File: src/rtl/apb_master_pkg.sv
// Shared types and constants for the two-requester APB master.
package apb_master_pkg;

  // Bus phase of the single APB master.
  typedef enum logic [1:0] {
    StIdle   = 2'd0,
    StSetup  = 2'd1,
    StAccess = 2'd2
  } apb_state_e;

  // Requester indices: req0 is the I2C command path, req1 the host/debug path.
  localparam int unsigned Req0Idx = 0;
  localparam int unsigned Req1Idx = 1;
  localparam int unsigned NumReq  = 2;

  // ACCESS cycles allowed without pready before error-completion.
  localparam int unsigned DefaultTimeout = 16;

endpackage

File: src/rtl/apb_rr_arbiter2.sv
// Two-input round-robin arbiter: combinational grant, registered last-grant pointer.
module apb_rr_arbiter2
  import apb_master_pkg::*;
(
  input  logic       clk_i,
  input  logic       rst_ni,
  input  logic [1:0] req_i,
  input  logic       accept_i,
  output logic [1:0] gnt_o
);

  // 1: req1 won most recently, so req0 wins the next conflict.
  logic last_q, last_d;

  // Grant the lone requester, or on conflict the one not granted last.
  always_comb begin
    gnt_o = 2'b00;
    case (req_i)
      2'b01:   gnt_o = 2'b01;
      2'b10:   gnt_o = 2'b10;
      2'b11:   gnt_o = last_q ? 2'b01 : 2'b10;
      default: gnt_o = 2'b00;
    endcase
  end

  // Advance the pointer only when the grant is actually taken.
  always_comb begin
    last_d = last_q;
    if (accept_i && (gnt_o != 2'b00)) begin
      last_d = gnt_o[Req1Idx];
    end
  end

  // Pointer register; reset value makes req0 win the first conflict.
  always_ff @(posedge clk_i or negedge rst_ni) begin
    if (!rst_ni) begin
      last_q <= 1'b1;
    end else begin
      last_q <= last_d;
    end
  end

endmodule

File: src/rtl/apb_master_arbiter.sv
// APB master shared by two requesters: round-robin grant, SETUP/ACCESS transfer,
// wait-state timeout, and per-requester completion reporting.
module apb_master_arbiter
  import apb_master_pkg::*;
#(
  parameter int unsigned ADDRESS_BUS_WIDTH = 16,
  parameter int unsigned DATA_BUS_WIDTH    = 32,
  parameter int unsigned TIMEOUT           = DefaultTimeout
) (
  input  logic                         pclk,
  input  logic                         reset,

  input  logic                         req0_valid,
  input  logic                         req0_write,
  input  logic [ADDRESS_BUS_WIDTH-1:0] req0_addr,
  input  logic [DATA_BUS_WIDTH-1:0]    req0_wdata,
  output logic                         req0_ack,
  output logic                         req0_done,
  output logic                         req0_err,
  output logic [DATA_BUS_WIDTH-1:0]    req0_rdata,

  input  logic                         req1_valid,
  input  logic                         req1_write,
  input  logic [ADDRESS_BUS_WIDTH-1:0] req1_addr,
  input  logic [DATA_BUS_WIDTH-1:0]    req1_wdata,
  output logic                         req1_ack,
  output logic                         req1_done,
  output logic                         req1_err,
  output logic [DATA_BUS_WIDTH-1:0]    req1_rdata,

  output logic                         psel,
  output logic                         penable,
  output logic                         pwrite,
  output logic [ADDRESS_BUS_WIDTH-1:0] paddr,
  output logic [DATA_BUS_WIDTH-1:0]    pwdata,
  input  logic [DATA_BUS_WIDTH-1:0]    prdata,
  input  logic                         pready
);

  localparam int unsigned    CntW    = $clog2(TIMEOUT);
  localparam logic [CntW-1:0] CntLast = CntW'(TIMEOUT - 1);

  apb_state_e                   state_q, state_d;
  logic [CntW-1:0]              cnt_q, cnt_d;
  logic                         idx_q, idx_d;
  logic [ADDRESS_BUS_WIDTH-1:0] paddr_q, paddr_d;
  logic                         pwrite_q, pwrite_d;
  logic [DATA_BUS_WIDTH-1:0]    pwdata_q, pwdata_d;
  logic [NumReq-1:0]            done_q, done_d;
  logic [NumReq-1:0]            err_q, err_d;
  logic [DATA_BUS_WIDTH-1:0]    rdata0_q, rdata0_d;
  logic [DATA_BUS_WIDTH-1:0]    rdata1_q, rdata1_d;

  logic [1:0]                   gnt;
  logic                         in_idle;
  logic                         pready_hit;
  logic [DATA_BUS_WIDTH-1:0]    resp_data;

  // Undriven slaves float pready; only a solid 1 completes the transfer.
  assign pready_hit = (pready === 1'b1);
  assign in_idle    = (state_q == StIdle);

  apb_rr_arbiter2 u_arb (
    .clk_i    (pclk),
    .rst_ni   (reset),
    .req_i    ({req1_valid, req0_valid}),
    .accept_i (in_idle),
    .gnt_o    (gnt)
  );

  // Next-state: arbitration in IDLE, fixed SETUP, ACCESS with wait/timeout handling.
  always_comb begin
    state_d   = state_q;
    cnt_d     = cnt_q;
    idx_d     = idx_q;
    paddr_d   = paddr_q;
    pwrite_d  = pwrite_q;
    pwdata_d  = pwdata_q;
    done_d    = '0;
    err_d     = '0;
    rdata0_d  = rdata0_q;
    rdata1_d  = rdata1_q;
    resp_data = '0;

    unique case (state_q)
      StIdle: begin
        if (gnt != 2'b00) begin
          state_d = StSetup;
          cnt_d   = '0;
          idx_d   = gnt[Req1Idx];
          if (gnt[Req1Idx]) begin
            paddr_d  = req1_addr;
            pwrite_d = req1_write;
            pwdata_d = req1_wdata;
          end else begin
            paddr_d  = req0_addr;
            pwrite_d = req0_write;
            pwdata_d = req0_wdata;
          end
        end
      end

      StSetup: begin
        state_d = StAccess;
      end

      StAccess: begin
        if (pready_hit) begin
          state_d       = StIdle;
          done_d[idx_q] = 1'b1;
          // Write completions report zero; prdata may be floating then.
          resp_data     = pwrite_q ? '0 : prdata;
        end else if (cnt_q == CntLast) begin
          state_d       = StIdle;
          done_d[idx_q] = 1'b1;
          err_d[idx_q]  = 1'b1;
          resp_data     = '0;
        end else begin
          cnt_d = cnt_q + 1'b1;
        end

        if (done_d[idx_q]) begin
          if (idx_q) begin
            rdata1_d = resp_data;
          end else begin
            rdata0_d = resp_data;
          end
        end
      end

      default: begin
        state_d = StIdle;
      end
    endcase
  end

  // State, operand latches and response registers.
  always_ff @(posedge pclk or negedge reset) begin
    if (!reset) begin
      state_q  <= StIdle;
      cnt_q    <= '0;
      idx_q    <= 1'b0;
      paddr_q  <= '0;
      pwrite_q <= 1'b0;
      pwdata_q <= '0;
      done_q   <= '0;
      err_q    <= '0;
      rdata0_q <= '0;
      rdata1_q <= '0;
    end else begin
      state_q  <= state_d;
      cnt_q    <= cnt_d;
      idx_q    <= idx_d;
      paddr_q  <= paddr_d;
      pwrite_q <= pwrite_d;
      pwdata_q <= pwdata_d;
      done_q   <= done_d;
      err_q    <= err_d;
      rdata0_q <= rdata0_d;
      rdata1_q <= rdata1_d;
    end
  end

  // Acks are the IDLE-cycle grant; forced low while reset is held.
  assign req0_ack = reset & in_idle & gnt[Req0Idx];
  assign req1_ack = reset & in_idle & gnt[Req1Idx];

  // psel/penable decode straight from state so reset drops them immediately.
  assign psel    = (state_q != StIdle);
  assign penable = (state_q == StAccess);
  assign pwrite  = pwrite_q;
  assign paddr   = paddr_q;
  assign pwdata  = pwdata_q;

  assign req0_done  = done_q[Req0Idx];
  assign req1_done  = done_q[Req1Idx];
  assign req0_err   = err_q[Req0Idx];
  assign req1_err   = err_q[Req1Idx];
  assign req0_rdata = rdata0_q;
  assign req1_rdata = rdata1_q;

endmodule

File: config.mk
export PLATFORM = sky130hd
export DESIGN_NAME = apb_master_arbiter
export DESIGN_NICKNAME = d
export VERILOG_FILES = /design/src/rtl/apb_master_pkg.sv /design/src/rtl/apb_rr_arbiter2.sv /design/src/rtl/apb_master_arbiter.sv
export SDC_FILE = /design/constraint.sdc
export NUM_CORES = 1
export LEC_CHECK = 0
export ABC_AREA = 1
export ABC_CLOCK_PERIOD_IN_PS = 2100
export CAP_MARGIN = 25
export CORE_ASPECT_RATIO = 1.75
export CORE_MARGIN = 2
export CORE_UTILIZATION = 30
export CTS_CLUSTER_DIAMETER = 80
export DETAILED_ROUTE_END_ITERATION = 16
export SLEW_MARGIN = 20
export SYNTH_ARGS = -nofsm -noshare
export SYNTH_HDL_FRONTEND = slang
export SYNTH_SLANG_ARGS = --single-unit
File: constraint.sdc
create_clock -name pclk -period 2.1 [get_ports pclk]
set_input_delay 0.21 -clock pclk [delete_from_list [all_inputs] [get_ports pclk]]
set_output_delay 0.21 -clock pclk [all_outputs]
set_load 0.1 [all_outputs]
==> reports/results.ini, run 1 <==
[status]
outcome=completed

[timing]
min_period_ns=1.78
relSlewSlack=0.522
setup_viol=0
setup_tns_ns=0
finalHoldViolations=0
maxSlewViolCount=0
max_freq_mhz=562
timing.final.crit_share=0.847
final.setup_skew_ns=0.0127
rsz0062_at_grt=no
tightest_slew_ns=0.718

[clock_tree]
insertion_delay_ns=0.41
cts_tree=built
clockBufferDepth=2
cts_buffers=17
h-tree-depth=4
cts_resized=0
clk_pin_slew_ns=0.06
cts_sinks=125
postCtsSetupBuffers=0
cts_root_buffer=clkbuf_16

[synth]
synthesis.area_sq_mm=0.00566
yosys.cell_types.count=24
ys_ff_latch=125
avgSynthCellArea_sq_um=9.07
syn-num-nets=760
synthCells=624
yosysSeqAreaShare=0.553
yosys_warnings=0

[placement]
hpwl_mm=11.1
io_buffers=255
gp_congestion=0.769

[detailed_routing]
ant_nets=0
drtIter0Drc=253
drc=0
vias=4918
routed_wl_mm=15.8
routedWlPerCell_microns=14.1
avgViaCountPerCell=4.39
dr.pass1.iters=5

[floorplanning]
dieArea_sq_mm=0.0200
num_rows=66
core_area_sq_mm=0.0186
die_w_microns=108
start_util=0.305
ios=256
die_y_microns=186

[global_routing]
grt_max_degree=126
grt_pass1_wl_mm=24.9
track_usage=0.161
grt-ovfl-total=0
grt_pass1_vias=4879
antenna_found_initial=1

[layout]
drive_gt1_frac=0.253
area_growth_pct=53.6
num-fill-cells=1843
fin_nets=1005

[setup_path]
crit_path_start_kind=flip-flop
crit_slowest_cell=dfstp_2
arrival_ns=1.57
critPathMaxStageDelay_ns=0.53
worst-path-max-fanout=2
crit_chain=nand2_1, nand2_2, inv_1, nor3_4, buf_12
cp-end-kind=output port
cp.required_ns=1.89
crit_type=reg2out

[flow_run]
drv_cap=0

[min_path]
hp-class=in2reg

logic make-up (layout without fill, tap and decap cells):
family | count (synthesis) | in the layout | share of synthesized area
compound gates | 118 | 118 | 0.156
fa+ha+maj | 1 | 1 | 0.00221
buf+inv | 98 | 356 | 0.0913
flops | 125 | 125 | 0.553
other cells | 0 | 1 | 0
simple gates | 282 | 282 | 0.197
repair_timing:
action,in CTS,in global routing
endpoints found under the hold margin,124,0
hold buffers,1,0
setup endpoints to repair,0,0
cells in the mapped netlist (all sizes together):
cell type,number,area [sq um]
a21oi,1,5.00
buf,32,269
clkbuf,6,22.5
dfrtp,124,3100
dfstp,1,26.3
ha,1,12.5
inv,60,225
nand2,261,985
nand3,9,60.1
nand4,1,6.26
nor2,7,43.8
nor3,3,15.0
o211ai,49,368
o21ai,68,513
or2,1,6.26
routing by layer:
layer,up-vias,part of all wire,GRT usage
li1,2485,-,-
met1,2246,0.38,0.177
met2,170,0.53,0.289
met3,17,0.062,0.0469
met4,0,0.022,0.0595
met5,-,0,0
layout make-up:
| type | count | area [sq um] | area share |
|---|---|---|---|
| multi-input cells | 401 | 2040 | 0.235 |
| clock buffers | 17 | 425 | 0.0489 |
| flip-flops and latches | 125 | 3130 | 0.360 |
| clock inverters | 15 | 140 | 0.0161 |
| diodes | 1 | 2.50 | 0.000288 |
| inverters | 60 | 225 | 0.0259 |
| well taps | 238 | 298 | 0.0342 |
| repair buffers | 264 | 2430 | 0.280 |
per-stage QoR:
step                instances  cell area (sq um)   util  worst slack (ns)  hold WS, ns
floorplan                 624               5670      -             0.161      -0.0856
global placement         1087               8120  0.437             0.409        0.375
finish                   1121               8700  0.468             0.320        0.392
CTS                      1120               8690  0.468             0.283        0.375
global route             1121               8700  0.468             0.238        0.399
detailed placement       1087               8120  0.437             0.376        0.375
cells in the final DEF (no fill, tap or decap), types with 2 or more instances in the layout:
| cell | count |
|---|---|
| clkinv_2 | 3 |
| nand2_2 | 2 |
| inv_1 | 59 |
| nor2_2 | 3 |
| o21ai_0 | 3 |
| clkinvlp_4 | 3 |
| buf_12 | 9 |
| inv_6 | 4 |
| clkdlybuf4s50_1 | 133 |
| dfrtp_1 | 124 |
| clkinv_4 | 3 |
| o211ai_1 | 49 |
| buf_4 | 120 |
| o21ai_2 | 46 |
| nor2_4 | 2 |
| nand3_2 | 3 |
| nand3_1 | 6 |
| nor3_1 | 2 |
| o21ai_1 | 18 |
| nor2_1 | 2 |
| nand2_1 | 259 |
| clkbuf_16 | 17 |
final timing paths:
kind	from	to	slack [ns]	depth (start not counted)
max	u_arb.last_q	req0_ack	0.32	5
min	prdata[23]	req0_rdata[23]	0.39	3
max reg2reg	cnt_q[0]	req1_rdata[0]	0.56	7
min reg2reg	u_arb.last_q	u_arb.last_q	0.47	2
max in group asynchronous	reset	req1_rdata[29]	1.08	3
min in group asynchronous	reset	pwdata[4]	0.43	3
critical path, delay by kind of cell (launching register included):
kind          cells  cell delay (ns)
flops             1             0.53
buf+inv           2             0.29
simple gates      3             0.35
sequential cells by signal (all words and copies together), names as in the netlist:
register and count:
cnt_q 4, done_q 2, err_q 2, idx_q 1, paddr 16, pwdata 32, pwrite 1, req0_rdata 32
req1_rdata 32, state_q 2, u_arb.last_q 1
Power of run 1 is not shown: default switching activity piles up to over one toggle a cycle in this logic, so the estimate is an artifact.
==> run 2, diff against run 1 <==
Settings changed: ABC_CLOCK_PERIOD_IN_PS 2100 to 1400.
Clock period 2.1 ns to 1.4 ns, I/O delays scaled along.
==> reports/results.ini, run 2 (synthesis results as in run 1) <==
[layout]
fin_nets=1059  ; +5.4%
multi_input_area_sq_mm=0.00256  ; +25%
final_cell_mix=194 x nand2_1, 135 x buf_12, 133 x clkdlybuf4s50_1
drive_gt1_frac=0.382  ; +0.129
fin_util=0.622  ; +0.154
area_growth_pct=104
seq_area_sq_mm=0.00313  ; about the same
diodes=0  ; -1
num-fill-cells=1493  ; -19%
mostFrequentLayoutCell=nand2_1

[global_routing]
antenna_found_initial=0  ; -1
track_usage=0.186  ; +0.0253
grt_pass1_wl_mm=28.6  ; +15%
grt-ovfl-total=0  ; unchanged
grt_pass1_vias=5518  ; +13%
grt_max_degree=126  ; unchanged

[timing]
rsz0062_at_grt=yes
min_period_ns=1.65
final.setup_skew_ns=0.00882  ; -0.00391 ns
timing.final.crit_share=1.18
relSlewSlack=0.484  ; -0.0373
setup_viol=118  ; +118
finalHoldViolations=0  ; unchanged
setup_ws_ns=-0.251  ; -0.572 ns
tightest_slew_ns=0.774  ; +0.0560 ns
hold_ws_ns=0.331  ; -0.0614 ns
max_freq_mhz=606
setup_tns_ns=-11.58  ; -11.58 ns
maxSlewViolCount=0  ; unchanged

[clock_tree]
cts_sinks=125  ; unchanged
h-tree-depth=4  ; unchanged
cts_buffers=17  ; unchanged
clk_pin_slew_ns=0.05  ; about the same
cts_root_buffer=clkbuf_16
cts_tree=built
clockBufferDepth=2  ; unchanged
insertion_delay_ns=0.41  ; about the same

[setup_path]
worstReg2RegEnd=req0_rdata[6]
reg2reg_depth=10  ; +3
crit_path_start_kind=flip-flop
rrSetupSlack_ns=-0.20  ; -0.76 ns
cp-end-kind=output port
worst-path-max-fanout=3  ; +1
r2r-start=state_q[1]
arrival_ns=1.51  ; -0.06 ns
crit_type=reg2out
cp.required_ns=1.26  ; -0.63 ns

[status]
outcome=finished, violations left
violations=negative setup slack

[detailed_routing]
routedWlPerCell_microns=16.2  ; +15%
drc=0  ; unchanged
drtIter0Drc=221  ; -13%
routed_wl_mm=19.0  ; +20%
ant_nets=0  ; unchanged
dr.pass1.iters=4  ; -1
avgViaCountPerCell=4.55  ; +3.8%
vias=5343  ; +8.6%

[placement]
io_buffers=255  ; unchanged
post-place-ws_ns=-0.171  ; -0.547 ns
hpwl_mm=12.3  ; +10%
gp_congestion=0.799  ; +4.0%

[floorplanning]
die_y_microns=186  ; unchanged
num_rows=66  ; unchanged
ios=256  ; unchanged
die_w_microns=108  ; unchanged
start_util=0.305  ; unchanged
dieArea_sq_mm=0.0200  ; unchanged
core_area_sq_mm=0.0186  ; unchanged

[min_path]
holdCritStartpoint=prdata[20]
hp-class=in2reg
whs_path_depth=3  ; unchanged
hold_end=req1_rdata[20]

[flow_run]
drv_cap=0  ; unchanged

run 2: changes by cell type in the layout (fill, tap and decap cells not counted), moves of 9 or more:
cell | previous run | this run
buf_12 | 9 | 135
nand2_1 | 259 | 194
nand2_2 | 2 | 21
o21ai_2 | 46 | 56
buf_6 | 1 | 12
buf_4 | 120 | 21
clkbuf_16 | 17 | 26
o21ai_1 | 18 | 8
nand2_4 | 0 | 46
run 2: area by class of cell:
class                           instances  area share
Multi-Input combinational cell        401       0.221
Tap cell                              238      0.0258
Sequential cell                       125       0.271
Inverter                               60      0.0202
Timing Repair Buffer                  318       0.411
Clock inverter                          7     0.00975
Clock buffer                           24      0.0408
run 2: through the flow:
step,cell area [sq um],instances
after floorplan,5850,624
after CTS,10800,1154
after global routing,11500,1173
after global placement,9890,1105
after detailed placement,9890,1105
final,11500,1173
run 2: timing repair:
item / 4_1_cts / 5_1_grt
setup buffers: 12 / 10
pin swaps: 5 / 9
gates resized for setup: 27 / 101
endpoints found under the setup margin: 60 / 122
endpoints found under the hold margin: 124 / 0
cloned: 5 / 11
hold buffers: 1 / 0
run 2: critical path, cell delays in order, from the launching register on:
cell     delay, ns
dfrtp_1       0.41
nor2_4        0.18
o21ai_4       0.09
nor3_4        0.22
buf_12        0.20
run 2: layer usage:
metal  global-route usage  wire (microns)  vias up
met5                    0               0        -
li1                     -               -     2595
met4               0.0677             452        0
met3               0.0613            1280       26
met2                0.340           10800      192
met1                0.196            6430     2530
run 2: worst max-delay path by stage:
| stage | start | to | slack (ns) | cells after the start |
|---|---|---|---|---|
| after floorplan | u_arb.last_q | req0_ack | -0.39 | 5 |
| after global placement | req0_valid | paddr[10] | -0.11 | 7 |
| after detailed placement | req0_valid | pwdata[1] | -0.17 | 7 |
| after CTS | state_q[1] | req1_ack | -0.27 | 5 |
| after global routing | state_q[0] | req1_ack | -0.30 | 5 |
| final | state_q[0] | req0_ack | -0.25 | 4 |
Power of run 2 is left out for the same reason.
==> run 3, diff against run 2 <==
Settings changed: CTS_CLUSTER_SIZE from default to 12.
==> results of run 3 <==
Same layout as run 2: the final DEF is identical, and so are final timing and power.
Power of run 3 is left out for the same reason.
